## config.mk

```make
export PLATFORM = sky130hd
export DESIGN_NAME = bus_grant_arbiter
export DESIGN_NICKNAME = d
export VERILOG_FILES = /design/src/rtl/bus_grant_arbiter.sv
export SDC_FILE = /design/constraint.sdc
export NUM_CORES = 1
export LEC_CHECK = 0
export CELL_PAD_IN_SITES_DETAIL_PLACEMENT = 0
export CELL_PAD_IN_SITES_GLOBAL_PLACEMENT = 1
export CORE_MARGIN = 2
export CORE_UTILIZATION = 40
export CTS_CLUSTER_SIZE = 40
export DETAILED_ROUTE_END_ITERATION = 10
export DONT_BUFFER_PORTS = 1
export PLACE_DENSITY_LB_ADDON = 0.1
export SLEW_MARGIN = 25
export SYNTH_ARGS = -nofsm -noshare
export SYNTH_HDL_FRONTEND = slang
export SYNTH_SLANG_ARGS = --single-unit
```

## constraint.sdc

```tcl
create_clock -name clk -period 1.6 [get_ports clk]
set_clock_uncertainty 0.05 [all_clocks]
set_input_delay 0.32 -clock clk [delete_from_list [all_inputs] [get_ports clk]]
set_output_delay 0.32 -clock clk [all_outputs]
set_load 0.1 [all_outputs]
```

## src/rtl/bus_grant_arbiter.sv

```systemverilog
// -----------------------------------------------------------------------------
// bus_grant_arbiter
//
// Round-robin owner selection for the shared tri-state data bus. The arbiter
// drives the one-hot bus_grant pins of every data_bus_device. An owner keeps
// the bus for as long as it holds its request. When others are waiting, it is
// forced off after MAX_HOLD cycles. Every change of owner passes through one
// dead cycle, so two devices never drive the bus at the same time.
//
// Parameters
//   NUM_REQ   number of requesting devices (>= 2)
//   MAX_HOLD  cycles an owner may keep the bus while others request;
//             0 disables forced rotation
//   ID_W      width of grant_id
//
// Ports
//   clk        in   system clock, rising edge
//   rst        in   synchronous active-high reset
//   req        in   per-device bus request, bit i = device i
//   grant      out  registered one-hot grant (at most one bit set)
//   grant_id   out  index of the current owner, meaningful while busy=1
//   busy       out  high while a grant bit is high
//   turnaround out  high during the dead cycle between owners
// -----------------------------------------------------------------------------
module bus_grant_arbiter #(
  parameter int NUM_REQ  = 4,
  parameter int MAX_HOLD = 16,
  parameter int ID_W     = $clog2(NUM_REQ)
) (
  input  logic               clk,
  input  logic               rst,
  input  logic [NUM_REQ-1:0] req,
  output logic [NUM_REQ-1:0] grant,
  output logic [ID_W-1:0]    grant_id,
  output logic               busy,
  output logic               turnaround
);

  // The hold counter only needs to reach MAX_HOLD, where it saturates.
  localparam int HOLD_W = (MAX_HOLD < 1) ? 1 : $clog2(MAX_HOLD + 1);

  localparam logic [HOLD_W-1:0]  HOLD_ZERO  = {HOLD_W{1'b0}};
  localparam logic [HOLD_W-1:0]  HOLD_ONE   = HOLD_W'(1);
  localparam logic [HOLD_W-1:0]  HOLD_LIMIT = HOLD_W'(MAX_HOLD);
  localparam logic [ID_W-1:0]    ID_ZERO    = {ID_W{1'b0}};
  localparam logic [ID_W-1:0]    ID_ONE     = ID_W'(1);
  localparam logic [ID_W-1:0]    ID_LAST    = ID_W'(NUM_REQ - 1);
  localparam logic [NUM_REQ-1:0] GRANT_NONE = {NUM_REQ{1'b0}};
  localparam logic [NUM_REQ-1:0] GRANT_ONE  = NUM_REQ'(1);

  typedef enum logic [1:0] {
    ST_IDLE  = 2'd0,
    ST_GRANT = 2'd1,
    ST_TURN  = 2'd2
  } state_t;

  // ---------------------------------------------------------------------------
  // Helpers
  // ---------------------------------------------------------------------------

  // Cyclic search for the first active request, starting at the pointer.
  // Returns {found, index}.
  function automatic logic [ID_W:0] rr_pick(input logic [NUM_REQ-1:0] r,
                                            input logic [ID_W-1:0]    p);
    logic            found;
    logic [ID_W-1:0] win;
    logic [ID_W-1:0] idx;
    found = 1'b0;
    win   = ID_ZERO;
    for (int k = 0; k < NUM_REQ; k++) begin
      idx = ID_W'((int'(p) + k) % NUM_REQ);
      if (!found && r[idx]) begin
        found = 1'b1;
        win   = idx;
      end else begin
        found = found;
      end
    end
    return {found, win};
  endfunction

  // One-hot vector for a device index.
  function automatic logic [NUM_REQ-1:0] onehot(input logic [ID_W-1:0] idx);
    return GRANT_ONE << idx;
  endfunction

  // Successor index, wrapping from the last device back to 0.
  function automatic logic [ID_W-1:0] next_idx(input logic [ID_W-1:0] idx);
    logic [ID_W-1:0] n;
    if (idx == ID_LAST) begin
      n = ID_ZERO;
    end else begin
      n = idx + ID_ONE;
    end
    return n;
  endfunction

  // ---------------------------------------------------------------------------
  // State and registered outputs
  // ---------------------------------------------------------------------------
  state_t              state_r;
  state_t              state_nxt_s;
  logic [ID_W-1:0]     ptr_r;
  logic [ID_W-1:0]     ptr_nxt_s;
  logic [HOLD_W-1:0]   hold_r;
  logic [HOLD_W-1:0]   hold_nxt_s;

  logic [NUM_REQ-1:0]  grant_r;
  logic [NUM_REQ-1:0]  grant_nxt_s;
  logic [ID_W-1:0]     grant_id_r;
  logic [ID_W-1:0]     grant_id_nxt_s;
  logic                busy_r;
  logic                busy_nxt_s;
  logic                turn_r;
  logic                turn_nxt_s;

  // Arbitration and ownership decisions shared by both combinational blocks
  logic [ID_W:0]       pick_s;
  logic                pick_found_s;
  logic [ID_W-1:0]     pick_idx_s;
  logic                owner_req_s;
  logic                others_req_s;
  logic                hold_expired_s;
  logic                release_s;

  assign pick_s       = rr_pick(req, ptr_r);
  assign pick_found_s = pick_s[ID_W];
  assign pick_idx_s   = pick_s[ID_W-1:0];

  // The owner is the registered grant_id; in GRANT it always matches grant_r.
  assign owner_req_s    = req[grant_id_r];
  assign others_req_s   = |(req & ~grant_r);
  assign hold_expired_s = (MAX_HOLD != 0) && (hold_r >= HOLD_LIMIT);

  // A dropped request releases the bus. A request that is still held is
  // preempted only once the hold budget is spent and someone else is waiting.
  assign release_s = !owner_req_s || (hold_expired_s && others_req_s);

  // State register, priority pointer and hold counter
  always_ff @(posedge clk) begin
    if (rst) begin
      state_r <= ST_IDLE;
      ptr_r   <= ID_ZERO;
      hold_r  <= HOLD_ZERO;
    end else begin
      state_r <= state_nxt_s;
      ptr_r   <= ptr_nxt_s;
      hold_r  <= hold_nxt_s;
    end
  end

  // Next-state, pointer and hold-counter logic
  always_comb begin
    state_nxt_s = state_r;
    ptr_nxt_s   = ptr_r;
    hold_nxt_s  = hold_r;
    case (state_r)
      ST_IDLE: begin
        if (pick_found_s) begin
          state_nxt_s = ST_GRANT;
          hold_nxt_s  = HOLD_ONE;
        end else begin
          state_nxt_s = ST_IDLE;
        end
      end
      ST_GRANT: begin
        if (release_s) begin
          // The owner moves to the back of the queue for the next search
          state_nxt_s = ST_TURN;
          ptr_nxt_s   = next_idx(grant_id_r);
          hold_nxt_s  = HOLD_ZERO;
        end else if (hold_r < HOLD_LIMIT) begin
          hold_nxt_s  = hold_r + HOLD_ONE;
        end else begin
          hold_nxt_s  = hold_r;
        end
      end
      ST_TURN: begin
        // The previous owner may win again here if it is the only requester
        if (pick_found_s) begin
          state_nxt_s = ST_GRANT;
          hold_nxt_s  = HOLD_ONE;
        end else begin
          state_nxt_s = ST_IDLE;
          hold_nxt_s  = HOLD_ZERO;
        end
      end
      default: begin
        state_nxt_s = ST_IDLE;
        ptr_nxt_s   = ID_ZERO;
        hold_nxt_s  = HOLD_ZERO;
      end
    endcase
  end

  // Next values for the registered outputs, decided from the current state
  always_comb begin
    grant_nxt_s    = grant_r;
    grant_id_nxt_s = grant_id_r;
    busy_nxt_s     = busy_r;
    turn_nxt_s     = 1'b0;
    case (state_r)
      ST_IDLE, ST_TURN: begin
        if (pick_found_s) begin
          grant_nxt_s    = onehot(pick_idx_s);
          grant_id_nxt_s = pick_idx_s;
          busy_nxt_s     = 1'b1;
        end else begin
          grant_nxt_s    = GRANT_NONE;
          grant_id_nxt_s = ID_ZERO;
          busy_nxt_s     = 1'b0;
        end
      end
      ST_GRANT: begin
        if (release_s) begin
          // Drop the grant for one dead cycle before any new owner
          grant_nxt_s    = GRANT_NONE;
          grant_id_nxt_s = ID_ZERO;
          busy_nxt_s     = 1'b0;
          turn_nxt_s     = 1'b1;
        end else begin
          grant_nxt_s    = grant_r;
          grant_id_nxt_s = grant_id_r;
          busy_nxt_s     = 1'b1;
        end
      end
      default: begin
        grant_nxt_s    = GRANT_NONE;
        grant_id_nxt_s = ID_ZERO;
        busy_nxt_s     = 1'b0;
      end
    endcase
  end

  // Output registers
  always_ff @(posedge clk) begin
    if (rst) begin
      grant_r    <= GRANT_NONE;
      grant_id_r <= ID_ZERO;
      busy_r     <= 1'b0;
      turn_r     <= 1'b0;
    end else begin
      grant_r    <= grant_nxt_s;
      grant_id_r <= grant_id_nxt_s;
      busy_r     <= busy_nxt_s;
      turn_r     <= turn_nxt_s;
    end
  end

  assign grant      = grant_r;
  assign grant_id   = grant_id_r;
  assign busy       = busy_r;
  assign turnaround = turn_r;

endmodule

```

* Word-level counts from Yosys, hierarchy flattened
Index checks and enable logic that the tools add are counted.
** Word-level totals
- Register bits after elaboration :: 17
- Bits in writable memories :: 0
- Latch bits :: 0
- Bits in read-only memories :: 0
- Logic and storage cells :: 84
- Memories kept :: 0
** Operators by class
- Div/mod/pow operators :: 0
- Bitwise operators :: 4
- Multiplexer cells :: 39
- Multipliers :: 0
- Reductions and logical operators :: 15
- $add $sub $neg :: 5
- $lt $le $gt $ge :: 7
- Equality and inequality tests :: 6
- Shift-type cells :: 1
** Operators with widths (number)
- $mux W2 :: 9
- $lt A2 B3 Y1 const B :: 5
- $mux W5 :: 3
- $pmux W5 S3 :: 1
- $mux W1 :: 14
- $pmux W2 S2 :: 3
- $bmux W1 S2 :: 5
- $mux W4 :: 2
- $pmux W4 S2 :: 1
- $add A5 B1 Y5 const B :: 1
- $ge A5 B5 Y1 const B :: 1
- $lt A5 B5 Y1 const B :: 1
- $add A2 B1 Y2 const B :: 2
- $add A2 B2 Y2 const B :: 2
- $and A4 B4 Y4 :: 1
- $eq A2 B2 Y1 const B :: 2
- $logic_and A1 B1 Y1 :: 4
- $logic_not A1 Y1 :: 4
- $ne A2 B2 Y1 const B :: 2
- $not A4 Y4 :: 1
- $reduce_and A2 Y1 :: 2
- $reduce_or A2 Y1 :: 2
- $reduce_or A4 Y1 :: 1
- $shl A1 B2 Y4 const A :: 1
- other kinds (6) :: 7

* Longest topological paths before layout
Gate-level depths: netlist of the first run.
- Depth in word-level cells :: 15
- Gate-level depth with buffers :: 6
- Gate-level depth less buffers :: 5

* Least setup slack after synthesis of the first run
Ideal clock, no wire load.
- Path kind :: register to register
- Start point :: register grant_id_r[0], in the netlist grant_id[0]
- End point :: register grant_id_r[1], in the netlist grant_id[1]
- Setup time :: 0.128 ns
- Data arrival time :: 2.283 ns
- Stages on the path, launching flop included :: 7
- Path slack :: -0.860 ns
- Data required time :: 1.422 ns
- Cell sequence :: dfxtp_1 > mux4_2 > and2_4 > buf_6 > a21boi_4 > a22oi_1 > nor2_1
** Between the ends
- Longest elaborated chain between the ends :: 5
** Ends and longest elaborated chain
- start: declaration :: RTL line 110 : logic [ID_W-1:0] grant_id_r;
- start signal: assignment :: RTL line 244 : grant_id_r <= grant_id_nxt_s;
- $bmux W1 S2 :: RTL line 131 : assign owner_req_s = req[grant_id_r];
- $mux W1 (implied by the code) :: RTL line 131
- $logic_not A1 Y1 :: RTL line 137 : assign release_s = !owner_req_s || (hold_expired_s && others_req_s);
- $logic_or A1 B1 Y1 :: RTL line 137
- $ne A2 B2 Y1 (no line)
Every way passes these cells. The select of a mux whose other input is x is not followed.
A chain may end at the register's enable or synchronous reset.

* Worst setup path after layout of the first run
- Start point :: register grant_id_r[0], in the netlist grant_id[0]
- End point :: register grant_r[3], in the netlist grant[3]
** Between the ends
- Longest elaborated chain between the ends :: 5
** Ends and longest elaborated chain
- $bmux W1 S2 :: RTL line 131
- $mux W1 (implied by the code) :: RTL line 131
- $logic_not A1 Y1 :: RTL line 137
- $logic_or A1 B1 Y1 :: RTL line 137
- $ne A2 B2 Y1 (no line)
- end signal: assignment :: RTL line 243 : grant_r <= grant_nxt_s;
- end: declaration :: RTL line 108 : logic [NUM_REQ-1:0] grant_r;
Every way passes these cells. The select of a mux whose other input is x is not followed.

==> key figures, run 1 <==
Logic synthesis
  • YS warnings: 0
  • Syn Nets: 115
  • Synthesized area per cell: 8.52 sq um
  • Synth area leaders: dfxtp_1 38%, nor2_1 7.9%, a21oi_1 4.4%
  • Synth async-reset ratio: 0
  • Seq/Total Area, Yosys: 0.377
  • Post-synth top area cell: dfxtp_1
  • FF+latch count, synth: 17
  • Mapped Cells: 106
  • Number of enable flip-flop cells after synthesis: 0
  • Synth top cells by count: 19 x nor2_1, 17 x dfxtp_1, 8 x a21oi_1
  • Post-synth top area share: 0.377
  • Post-Syn Area: 903 sq um
  • Most frequent cell after synthesis: nor2_1
  • Ys flop type: dfxtp_1
  • Synth cell types: 35

Clocking
  • CTS tree: done
  • Clk buf depth: 2
  • Worst-Skew Late Latency: 0.28 ns
  • Htree depth: 1
  • Cts hold-fix bufs: 0
  • Root Driver: clkbuf_4
  • Sink Count: 17
  • Clock buffer count from CTS: 3
  • Clock slew at reported path FFs: 0.09 ns

Setup path
  • FF-to-FF Start: grant_id[0]
  • CP Launch Type: register
  • R2r setup slk: 0.01 ns
  • Worst reg2reg path depth: 5
  • Crit end category: register
  • FF-to-FF End: grant[3]
  • Arr. time, crit path: 1.72 ns
  • Critical path fanouts, max: 5
  • CP required: 1.73 ns
  • Critical path type: reg -> reg

STA
  • RSZ-0062 raised after global routing: true
  • Final Cycle Share: 0.993
  • Highest Clock Rate: 0.629 GHz
  • Final setup viols: 0
  • Min Tclk post-route: 1.59 ns
  • Max-slew violation count: 0
  • Slew HR: 0.672
  • Fin Hold WS: 0.0244 ns
  • Final Hold Violating Endpoints: 0
  • Tightest Pin Transition: 0.490 ns

Run
  • Maxcap violations: 0

Floorplan
  • Io pins: 14
  • Starting Density: 0.416
  • Die H: 51.5 um
  • Die area: 0.00265 sq mm
  • Die X: 51.5 um
  • Core footprint: 0.00217 sq mm
  • Core Rows: 17

GRT
  • Largest net degree at the start of global routing: 19
  • Overflow after GRT: 0
  • All-layer global routing usage: 0.181
  • Vias in the first global route: 776
  • First-pass GRT wire length: 3570 um
  • Initial antenna violation count: 0

Cells and area
  • Share of cells above drive strength 1: 0.317
  • Final core utilization: 0.527
  • Final Net Count: 130
  • Layout area overhead: 26.6%
  • ANT cells: 0

Pwr
  • Pwr per Cell Area: 918 mW/mm^2
  • Worst vdd ir: 0.486 mV
  • Lkg Pwr: 0.428 nW

Detailed routing
  • Detail Route Antenna Nets: 0
  • DR iter-0 viols: 17
  • WL per Instance: 14.1 um
  • WL final: 2080 um
  • # DRC: 0
  • Via count: 811
  • 1st-pass router iterations: 4
  • DR vias/cell: 5.48

Hold path
  • HP Class: in -> reg
  • Hold depth: 1
  • Hold Startpoint: rst
  • Hold worst-path end: grant[0]

Placed design
  • Final HPWL DP: 1500 um
  • Number of port buffers: 0
  • Gpl congestion: 0.749

Status
  • Status: completed
cells by family (layout without fill, tap and decap cells):
group,count (synthesis),count (layout),share of synthesized area
mux,1,1,0.0249
flops,17,17,0.377
buf+inv,10,23,0.0512
fa+ha+maj,3,3,0.0416
simple gates,49,49,0.277
compound gates,26,27,0.229
stage by stage:
step                setup TNS, ns  cells  power (mW)  setup slack, ns  cell area (sq um)
floorplan                   -3.17    106       0.740           -0.313                945
global placement          -0.0120    141       0.796          -0.0120               1040
detailed placement        -0.0756    141       0.799          -0.0569               1040
CTS                             0    147        1.03           0.0129               1090
global route              -0.0920    148        1.11          -0.0356               1140
finish                          0    148        1.05           0.0107               1140
registers in the layout, indices dropped and copies added, names as in the netlist:
signal and cells:
hold_r 5, grant 4, grant_id 2, ptr_r 2, state_r 2, busy 1
turnaround 1
worst max-delay path: stages, from the launching register on:
cell and delay [ns]:
dfxtp_4 0.36, mux4_2 0.50, and2_4 0.17, a21boi_4 0.16
a32oi_1 0.18, nor2_1 0.07
timing repair:
item                                   CTS  global route
gates resized for setup                  1            10
buffers inserted                         2             0
gates cloned                             0             1
setup endpoints to repair                3            10
pin swaps                                2             5
endpoints found under the hold margin    0             0
worst max-delay path by stage:
stage	to	slack [ns]	start	depth (start not counted)
after detailed placement	grant[1]	-0.06	ptr_r[0]	5
final	grant[3]	0.01	grant_id[0]	5
after CTS	grant_id[1]	0.01	grant_id[0]	5
after global placement	grant[1]	-0.01	ptr_r[0]	5
after global routing	grant[3]	-0.04	grant_id[0]	5
after floorplan	grant_id[1]	-0.31	grant_id[0]	6
layer usage:
layer,GRT usage,share of wire
met2,0.278,0.47
met5,0,0
met1,0.236,0.45
met3,0.0776,0.069
met4,0.0395,0.0067
layout make-up:
| class | instances | area, sq um |
|---|---|---|
| clock buffers | 4 | 26.3 |
| inverters | 5 | 18.8 |
| flip-flops and latches | 17 | 368 |
| multi-input cells | 80 | 587 |
| well taps | 28 | 35.0 |
| fillers | 234 | 1030 |
| repair buffers | 14 | 109 |
power by group:
part	leakage, nW	internal [mW]	switching [mW]
combinational	0.268	0.125	0.224
clock	0.0150	0.0969	0.127
sequential	0.145	0.452	0.0255
layout by cell type (no fill, tap or decap), drive strengths merged:
| master | instances |
|---|---|
| nor2 | 19 |
| dfxtp | 17 |
| buf | 14 |
| a21oi | 8 |
| nand2 | 6 |
| inv | 5 |
| nand3 | 5 |
| nand2b | 5 |
| clkbuf | 4 |
| ha | 3 |
| a32oi | 3 |
| or2b | 2 |
| nor2b | 2 |
| or3b | 2 |
| a31oi | 2 |
| o211ai | 2 |
| nand3b | 2 |
| a221oi | 2 |
| and2 | 2 |
| a21boi | 2 |
| a22oi | 2 |
| o22ai | 1 |
| nor4 | 1 |
| o2111ai | 1 |
| mux4 | 1 |
| a21bo | 1 |
| nand4 | 1 |
| nor3 | 1 |
| a21o | 1 |
| o22a | 1 |
| o31ai | 1 |
| or4 | 1 |
No activity file was read; power rests on OpenSTA's default activity.
==> run 2, diff against run 1 <==
--- a/config.mk
+++ b/config.mk
@@ -12,6 +12,7 @@
 export CTS_CLUSTER_SIZE = 40
 export DETAILED_ROUTE_END_ITERATION = 10
 export DONT_BUFFER_PORTS = 1
+export HOLD_SLACK_MARGIN = 0.05
 export PLACE_DENSITY_LB_ADDON = 0.1
 export SLEW_MARGIN = 25
 export SYNTH_ARGS = -nofsm -noshare
==> key figures, run 2 (synthesis results as in run 1) <==
Cells and area
  • Layout fillers: 234
  • Layout area overhead: 26.6%
  • Largest register FFs: 5
  • Commonest cells after routing, fill and taps aside: 18 x nor2_1, 13 x buf_4, 9 x dfxtp_1
  • Final core utilization: 0.527
  • Non-Filler Instances: 148
  • Most flops, register: hold_r
  • Final Net Count: 130
  • ANT cells: 0
  • Final instance area: 0.00114 sq mm
  • Share of cells above drive strength 1: 0.317
  • Commonest non-fill, non-tap cell in the layout: nor2_1

Setup path
  • Arr. time, crit path: 1.72 ns
  • CP max stage delay: 0.50 ns
  • Cells along the critical path: mux4_2, and2_4, a21boi_4, a32oi_1, nor2_1
  • R2r setup slk: 0.01 ns
  • Critical-path top delay cell: mux4_2
  • Setup crit start: grant_id[0]
  • Buf/Inv on CP: 0
  • CP required: 1.73 ns
  • CP top delay family: multiplexers
  • Crit end category: register
  • CP Launch Type: register
  • FF-to-FF Start: grant_id[0]
  • Critical path type: reg -> reg
  • Critical path fanouts, max: 5

Detailed routing
  • 1st-pass router iterations: 4
  • WL final: 2080 um
  • DR iter-0 viols: 17
  • DR vias/cell: 5.48
  • Detail Route Antenna Nets: 0
  • # DRC: 0
  • Via count: 811
  • WL per Instance: 14.1 um

Run
  • Maxcap violations: 0

Clocking
  • Sink Count: 17
  • Clock buffer count from CTS: 3
  • Root Driver: clkbuf_4
  • CTS tree: done
  • Clk buf depth: 2
  • Htree depth: 1
  • Worst-Skew Late Latency: 0.28 ns
  • Clock slew at reported path FFs: 0.09 ns

STA
  • Tightest Pin Transition: 0.490 ns
  • Final setup viols: 0
  • Min Tclk post-route: 1.59 ns
  • RSZ-0062 raised after global routing: true
  • Final Hold Violating Endpoints: 0
  • Max-slew violation count: 0
  • Final Cycle Share: 0.993
  • Slew HR: 0.672
  • Highest Clock Rate: 0.629 GHz

Floorplan
  • Starting Density: 0.416
  • Die X: 51.5 um
  • Die H: 51.5 um
  • Core Rows: 17
  • Core footprint: 0.00217 sq mm
  • Io pins: 14
  • Die area: 0.00265 sq mm

GRT
  • Initial antenna violation count: 0
  • First-pass GRT wire length: 3570 um
  • Vias in the first global route: 775
  • All-layer global routing usage: 0.181
  • Overflow after GRT: 0
  • Largest net degree at the start of global routing: 19

Placed design
  • Final HPWL DP: 1500 um
  • Placed instance count: 141
  • Placed Area: 0.00104 sq mm
  • Gpl congestion: 0.749
  • Number of port buffers: 0

Hold path
  • Hold Startpoint: rst
  • HP Class: in -> reg

Pwr
  • Pwr per Cell Area: 918 mW/mm^2
  • Worst vdd ir: 0.486 mV
  • Lkg Pwr: 0.428 nW

Status
  • Status: completed
-- run 2: through the flow --
stage          total power [mW]  TNS [ns]  hold WS (ns)  worst slack [ns]
3_3_place_gp              0.796   -0.0120         0.335           -0.0120
2_1_floorplan             0.740     -3.17         0.434            -0.313
3_5_place_dp              0.799   -0.0756         0.334           -0.0569
4_1_cts                    1.03         0        0.0244            0.0129
5_1_grt                    1.11   -0.0920      -0.00125           -0.0356
6_report                   1.05         0        0.0244            0.0107
-- run 2: layer usage --
metal | GRT usage | up-vias | routed length, um
met1 | 0.236 | 377 | 935
met3 | 0.0776 | 2 | 144
met4 | 0.0395 | 0 | 14
met5 | 0 | - | 0
li1 | - | 409 | -
met2 | 0.278 | 23 | 989
-- run 2: power by group --
part / leakage, nW / total [mW] / switching (mW) / internal [mW]
combinational: 0.268 / 0.348 / 0.224 / 0.125
clock: 0.0150 / 0.224 / 0.127 / 0.0969
sequential: 0.145 / 0.477 / 0.0255 / 0.452
total: 0.428 / 1.05 / 0.376 / 0.673
-- run 2: worst paths after layout --
| path | depth (start not counted) | to |
|---|---|---|
| setup reg to reg | 5 | grant[3] |
| setup / recovery | 5 | grant[3] |
| hold reg to reg | 2 | hold_r[3] |
| hold / removal | 1 | grant[0] |
-- run 2: final cells by class --
class	instances	area (sq um)	area share
Multi-Input combinational cell	80	587	0.513
Inverter	5	18.8	0.0164
Clock buffer	4	26.3	0.0230
Timing Repair Buffer	14	109	0.0952
Sequential cell	17	368	0.322
Tap cell	28	35.0	0.0306
-- run 2: repair_timing --
item	4_1_cts	5_1_grt
setup buffers	2	0
endpoints found under the setup margin	3	10
resized for setup	1	10
pin swaps	2	5
cloned	0	1
hold endpoints to repair	16	16
==> run 3, diff against run 2 <==
--- a/config.mk
+++ b/config.mk
@@ -5,6 +5,7 @@
 export SDC_FILE = /design/constraint.sdc
 export NUM_CORES = 1
 export LEC_CHECK = 0
+export CAP_MARGIN = 20
 export CELL_PAD_IN_SITES_DETAIL_PLACEMENT = 0
 export CELL_PAD_IN_SITES_GLOBAL_PLACEMENT = 1
 export CORE_MARGIN = 2
@@ -14,7 +15,7 @@
 export DONT_BUFFER_PORTS = 1
 export HOLD_SLACK_MARGIN = 0.05
 export PLACE_DENSITY_LB_ADDON = 0.1
-export SLEW_MARGIN = 25
+export SLEW_MARGIN = 10
 export SYNTH_ARGS = -nofsm -noshare
 export SYNTH_HDL_FRONTEND = slang
 export SYNTH_SLANG_ARGS = --single-unit
==> results of run 3 <==
The final DEF is identical to that of run 2; final timing and power are the same.
